**config.mk**
```make
export PLATFORM = sky130hd
export DESIGN_NAME = mu0_cpu
export DESIGN_NICKNAME = d
export VERILOG_FILES = /design/src/rtl/mu0_cpu.sv
export SDC_FILE = /design/constraint.sdc
export NUM_CORES = 1
export LEC_CHECK = 0
export CORE_ASPECT_RATIO = 1.4
export CORE_MARGIN = 2
export CORE_UTILIZATION = 50
export DETAILED_ROUTE_END_ITERATION = 10
export PLACE_DENSITY_LB_ADDON = 0.05
export SLEW_MARGIN = 30
export SYNTH_ARGS = -nofsm -noshare
export SYNTH_HDL_FRONTEND = slang
export SYNTH_SLANG_ARGS = --single-unit
```
**constraint.sdc**
```tcl
create_clock -name clk -period 3.2 [get_ports clk]
set_input_delay 0.64 -clock clk [delete_from_list [all_inputs] [get_ports clk]]
set_output_delay 0.64 -clock clk [all_outputs]
set_load 0.01 [all_outputs]
```
**src/rtl/mu0_cpu.sv**
```systemverilog
// MU0 16-bit accumulator CPU: two-cycle fetch/execute over a single shared memory bus.
// Memory is external; the bus outputs are combinational from the current state and IR.
module mu0_cpu #(
  parameter int DATA_W = 16,
  parameter int ADDR_W = 12
) (
  input  logic              clk,
  input  logic              rst_n,
  input  logic [DATA_W-1:0] in_data,
  output logic [DATA_W-1:0] out_data,
  output logic [ADDR_W-1:0] out_address,
  output logic              memrq,
  output logic              rnw
);

  localparam logic [1:0] FETCH = 2'd0;
  localparam logic [1:0] EXEC  = 2'd1;
  localparam logic [1:0] HALT  = 2'd2;

  localparam logic [3:0] OP_LDA = 4'd0;
  localparam logic [3:0] OP_STO = 4'd1;
  localparam logic [3:0] OP_ADD = 4'd2;
  localparam logic [3:0] OP_SUB = 4'd3;
  localparam logic [3:0] OP_JMP = 4'd4;
  localparam logic [3:0] OP_JGE = 4'd5;
  localparam logic [3:0] OP_JNE = 4'd6;
  localparam logic [3:0] OP_STP = 4'd7;

  logic [ADDR_W-1:0] pc;
  logic [DATA_W-1:0] acc;
  logic [DATA_W-1:0] ir;
  logic [1:0]        state;

  logic [3:0]        op;
  logic [ADDR_W-1:0] operand;
  logic              is_mem_op;

  assign op        = ir[DATA_W-1:DATA_W-4];
  assign operand   = ir[ADDR_W-1:0];
  // Opcodes 0-3 are exactly the ones that touch memory in EXEC.
  assign is_mem_op = (op[3:2] == 2'b00);
  assign out_data  = acc;

  // NOTE: every output gets a default before the branches so no path leaves it unassigned (no latch).
  always_comb begin
    out_address = pc;
    memrq       = 1'b0;
    rnw         = 1'b1;
    if (!rst_n) begin
      if (state == FETCH) begin
        memrq = 1'b1;
      end else if (state == EXEC && is_mem_op) begin
        out_address = operand;
        memrq       = 1'b1;
        rnw         = (op != OP_STO);
      end
    end
  end

  // NOTE: state is updated with non-blocking assignments so every register samples pre-edge values.
  always_ff @(posedge clk) begin
    if (rst_n) begin
      pc    <= '0;
      acc   <= '0;
      ir    <= '0;
      state <= FETCH;
    end else begin
      case (state)
        FETCH: begin
          ir    <= in_data;
          pc    <= pc + ADDR_W'(1);
          state <= EXEC;
        end
        EXEC: begin
          state <= FETCH;
          case (op)
            OP_LDA: acc <= in_data;
            OP_ADD: acc <= acc + in_data;
            OP_SUB: acc <= acc - in_data;
            OP_JMP: pc  <= operand;
            OP_JGE: if (!acc[DATA_W-1]) pc <= operand;
            OP_JNE: if (acc != '0) pc <= operand;
            OP_STP: state <= HALT;
            default: ;
          endcase
        end
        default: ;
      endcase
    end
  end

endmodule

```
-- Word level (Yosys, flattened, before mapping)
Index checks and enable logic that the tools add are counted.
- register bits: 46
- latch bits: 0
- bits in writable memories: 0
- bits in read-only memories: 0
- bits of input ports: 18
- output and inout port bits: 30
- logic and storage cells: 43
- memories kept: 0
- add/sub/neg operators: 3
- multiply operators: 0
- div/mod/pow operators: 0
- order comparisons: 0
- equal/unequal tests: 11
- shifts and indexed selects: 0
- mux-type cells: 16
- bitwise logic cells: 0
- reductions and logical operators: 9
- operators by type and width (cell ; count):
    $mux 12 ; 5
    $pmux 16 s3 ; 1
    $pmux 12 s3 ; 1
    $pmux 12 s2 ; 1
    $add 16x16->16 ; 1
    $eq 4x3->1 const B ; 4
    $reduce_bool 16->1 ; 1
    $sub 16x16->16 ; 1
    $add 12x1->12 const B ; 1
    $eq 4x2->1 const B ; 2
    $ne 4x1->1 const B ; 2
    $mux 1 ; 6
    $ne 3x3->1 const B ; 2
    $logic_not 2->1 ; 2
    $logic_not 4->1 ; 1
    $pmux 2 s2 ; 1
    $reduce_and 4->1 ; 1
    $reduce_bool 3->1 ; 1
    $eq 2x1->1 const B ; 1
    $mux 2 ; 1
    $reduce_and 2->1 ; 1
    $reduce_bool 2->1 ; 1
    $logic_and 1x1->1 ; 1

-- Longest topological paths before layout
- depth after elaboration: 5
- mapped depth: 14
- gate-level depth less buffers: 14

-- Worst setup path after synthesis
No wires, ideal clock.
- path type: in2reg
- from: input port in_data[0]
- to: register acc[13] (netlist: out_data[13])
- library setup time: 0.117 ns
- arrival time: 2.994 ns
- required time: 3.083 ns
- path slack: 0.088 ns
- stages on the path: 12
- buffers on the path: 0
- cell sequence: inv_1 -> ha_1 -> nand2_1 -> o31ai_1 -> a21boi_2 -> nand2_1 -> xnor2_1 -> ha_1 -> a21oi_1 -> nand2_1 -> or4_1 -> a32o_1
- word-level cells in the longest chain between the ends: 2
- elaborated cells between the ends (all ways): 3
- classes of those cells: add/sub (2); mux (1)
- ends and longest elaborated chain (item ; RTL line ; text):
    from (decl) ; 9 ; input logic [DATA_W-1:0] in_data,
    $sub 16x16->16 or $add 16x16->16 (tied branches) ; 79, 78 ;
    $pmux 16 s3 * ; 76 ; case (op)
    to (signal assigned) ; 77 ; OP_LDA: acc <= in_data;
    to (signal assigned) ; 78 ; OP_ADD: acc <= acc + in_data;
    to (signal assigned) ; 79 ; OP_SUB: acc <= acc - in_data;
    to (decl) ; 30 ; logic [DATA_W-1:0] acc;
Every way passes the cells marked *; elsewhere a longest branch is shown, timed or not.
A chain may end at the register's enable or synchronous reset.

-- Worst setup path in the final report
- from: input port in_data[5]
- to: register acc[15] (netlist: out_data[15])
The elaborated chain is that of the path after synthesis.

==> key figures <==
Synth
  • Post-synthesis cell area: roughly 3300 µm²
  • Top cells by area, synth: dfxtp_1 28%, a21oi_1 9.0%, nand2_1 8.9%
  • Post-synth top area cell: dfxtp_1
  • Sequential fraction of the synthesis area: 27.8%
  • Net Count, Synth: about 480
  • Synthesized flop and latch total: 46
  • Ys flop type: dfxtp_1
  • Yosys top cell area share: 27.8%
  • Post-synth EDFFs: 0
  • Syn_area_per_cell: roughly 7.5 µm²
  • Library cells used by synthesis: 60
  • Mapped Cells: about 440
  • Most common cell in the netlist: nand2_1
  • Synth top cells by count: 79 x nand2_1, 60 x a21oi_1, 46 x dfxtp_1
  • Synthesis Warnings: 0
  • Post-synth ARST share: 0%

Flow run
  • # Max-Cap Violations: 0

Drt
  • Via density: ~5.9
  • Total wire length: ~10 mm
  • Vias: 3643
  • DRC viols: 0
  • Antenna-violating nets left: 0
  • TritonRoute pass-1 iters: 4
  • Iter 0 DRT Violations: roughly 160
  • DR WL/cell: 16.7 µm

Power and ir drop
  • PwrDens: between 300 and 400 nW/µm²
  • Peak supply drop: 0.210 mV
  • P_leak: 0.00187 µW

GRT
  • Vias in the first global route: about 3500
  • Remaining global-route overflow: 0
  • Overall routing resource usage: roughly 29%
  • First-pass GRT wire length: 16.8 mm
  • Initial antenna violation count: 0
  • Largest net degree at the start of global routing: 43

Clock tree
  • CTS tree: built
  • Clock root cell: clkbuf_8
  • TritonCTS Sinks: 46
  • Max Buffers Root-to-Sink: 2
  • H-tree Lvls: 2
  • Clk pin slew, worst setup/hold paths: 0.10 ns
  • Cts bufs inserted: 5
  • Hold_buf cts: 0
  • Worst-Skew Late Latency: 0.30 ns

Setup path
  • Crit Path Max Fanout: 3
  • Startpoint types: primary input
  • Critical path capture point type: flop
  • Setup CP Type: primary input to flop
  • Worst EP required: roughly 3.4 ns
  • Crit-path cells: clkdlybuf4s50_1, o31ai_2, buf_4, a21boi_2, buf_4, o21ai_0, xnor2_1, ha_1, buf_4, nand2_1, o21ai_0, nor3_1, a22oi_2, xnor2_1, o21ai_1
  • CP dominant cell by count: buf_4
  • Slowest CP cell: clkdlybuf4s50_1
  • Crit-path max cell delay: approximately 0.50 ns
  • R2r setup slk: between 0.2 and 0.25 ns
  • Arr. time, crit path: 3.27 ns

Placement
  • Final RePlAce weighted congestion: 0.960
  • Port Buf Inserts: between 40 and 50
  • Placed Cells: ~600
  • Post-DP HPWL: around 7.5 mm

Floorplan
  • Core Region: around 6500 µm²
  • Core Rows: 35
  • IO Count: 48
  • Die width: approximately 73 µm
  • Die ar.: ~7300 µm²
  • Initial Util: 50.9%
  • Die height: 100 µm

Final layout
  • Layout cell share with drive strength beyond 1: between 20 and 25%
  • Final nets: 582
  • Final Non-Filler Cells: 621
  • Layout area overhead: 36.7%
  • FILL cells: around 580
  • # diodes: 0
  • Core Util, Final: between 60% and 70%

Status
  • Run status: complete, no violations

Timing
  • Setup total negative slack: 0 ns
  • Max Clk Rate: 325 MHz
  • Setup-failing EPs final: 0
  • Final max-slew violation count: 0
  • Relative slew slack: 38.8%
  • Worst Max-Slew Pin Slew: 0.911 ns
  • Post-route minimum period: ~3 ns
  • Clock skew: 0.00644 ns
  • Hold Vio Cnt, Final: 0
  • Final worst-path cycle share: between 90% and 100%

Hold path
  • HP Class: flop to flop
## flip-flops by register name (all words and copies together), names as in the netlist
name / count
state: 2
out_data: 16
ir: 16
pc: 12
## worst max-delay path: cells and delay by family
family          cells  cell delay (ns)
simple gates        2             0.28
fa+ha+maj           1             0.33
xor+xnor            2             0.30
compound gates      6             0.80
buf+inv             4             0.94
## metrics by stage
step                cell area [µm²]  hold WS, ns  total power, µW  worst slack [ns]
finish                         4530        0.478             1660             0.125
global route                   4530        0.511             1750          -0.00700
CTS                            4480        0.479             1650           0.00222
detailed placement             4250        0.465             1250            -0.477
global placement               4250        0.458             1240            -0.447
floorplan                      3320        0.441              997            0.0883
## final cells by class
class                           count  area (µm²)  area share, %
Clock buffer                        5        68.8           1.52
Clock inverter                      3        21.3          0.469
Inverter                           10        37.5          0.828
Timing Repair Buffer              118        1020           22.6
Tap cell                           74        92.6           2.04
Multi-Input combinational cell    365        2370           52.2
Sequential cell                    46         921           20.3
## cells by family after synthesis
group / Yosys count / synth area share, %
AO/OA/AOI/OAI: 130 / 24.2
XOR/XNOR: 25 / 6.60
adder cells (fa/ha/maj): 18 / 7.01
buffers and inverters: 32 / 3.81
flip-flops: 46 / 27.8
multiplexers: 14 / 4.71
AND/OR/NAND/NOR: 178 / 25.9
## placed cells by master, fill, tap and decap left out, drive strengths merged, types with 5 or more instances in the layout
cell type and count:
and2 5, clkdlybuf4s50 39, dfxtp 46, ha 17
buf 71, clkbuf 5, nor4 12, inv 9
nand2 80, dlygate4sd2 5, o31ai 5, xnor2 16
o21ai 24, xor2 9, mux2 13, nand3 9
nor2 35, a21oi 60, and3 6, nor3 9
o211ai 5
## power by group
part / total, µW / leakage (µW) / internal (µW) / switching, µW
clock network: 371 / 0.0000441 / 154 / 217
registers: 658 / 0.000377 / 612 / 46.3
logic: 631 / 0.00145 / 315 / 316
## timing repair
item,4_1_cts,5_1_grt
setup buffers,9,3
endpoints found under the hold margin,0,0
pin swaps,23,18
gates resized for setup,22,9
gates cloned,0,0
setup endpoints to repair,5,6
## layer usage
layer,routed length [µm],vias to the layer above,GRT usage [%]
met5,0,-,0
met1,4410,1751,34.4
li1,-,1803,-
met4,235,0,7.83
met2,5470,72,54.7
met3,262,17,2.51
## path summary, 6_finish.rpt
check | to | startpoint | cells after the start
worst max-delay path | out_data[15] | in_data[5] | 15
worst min-delay path | ir[0] | ir[0] | 2
worst min register to register | ir[0] | ir[0] | 2
worst max register to register | out_data[13] | ir[13] | 11
No activity file was read; power rests on OpenSTA's default activity.
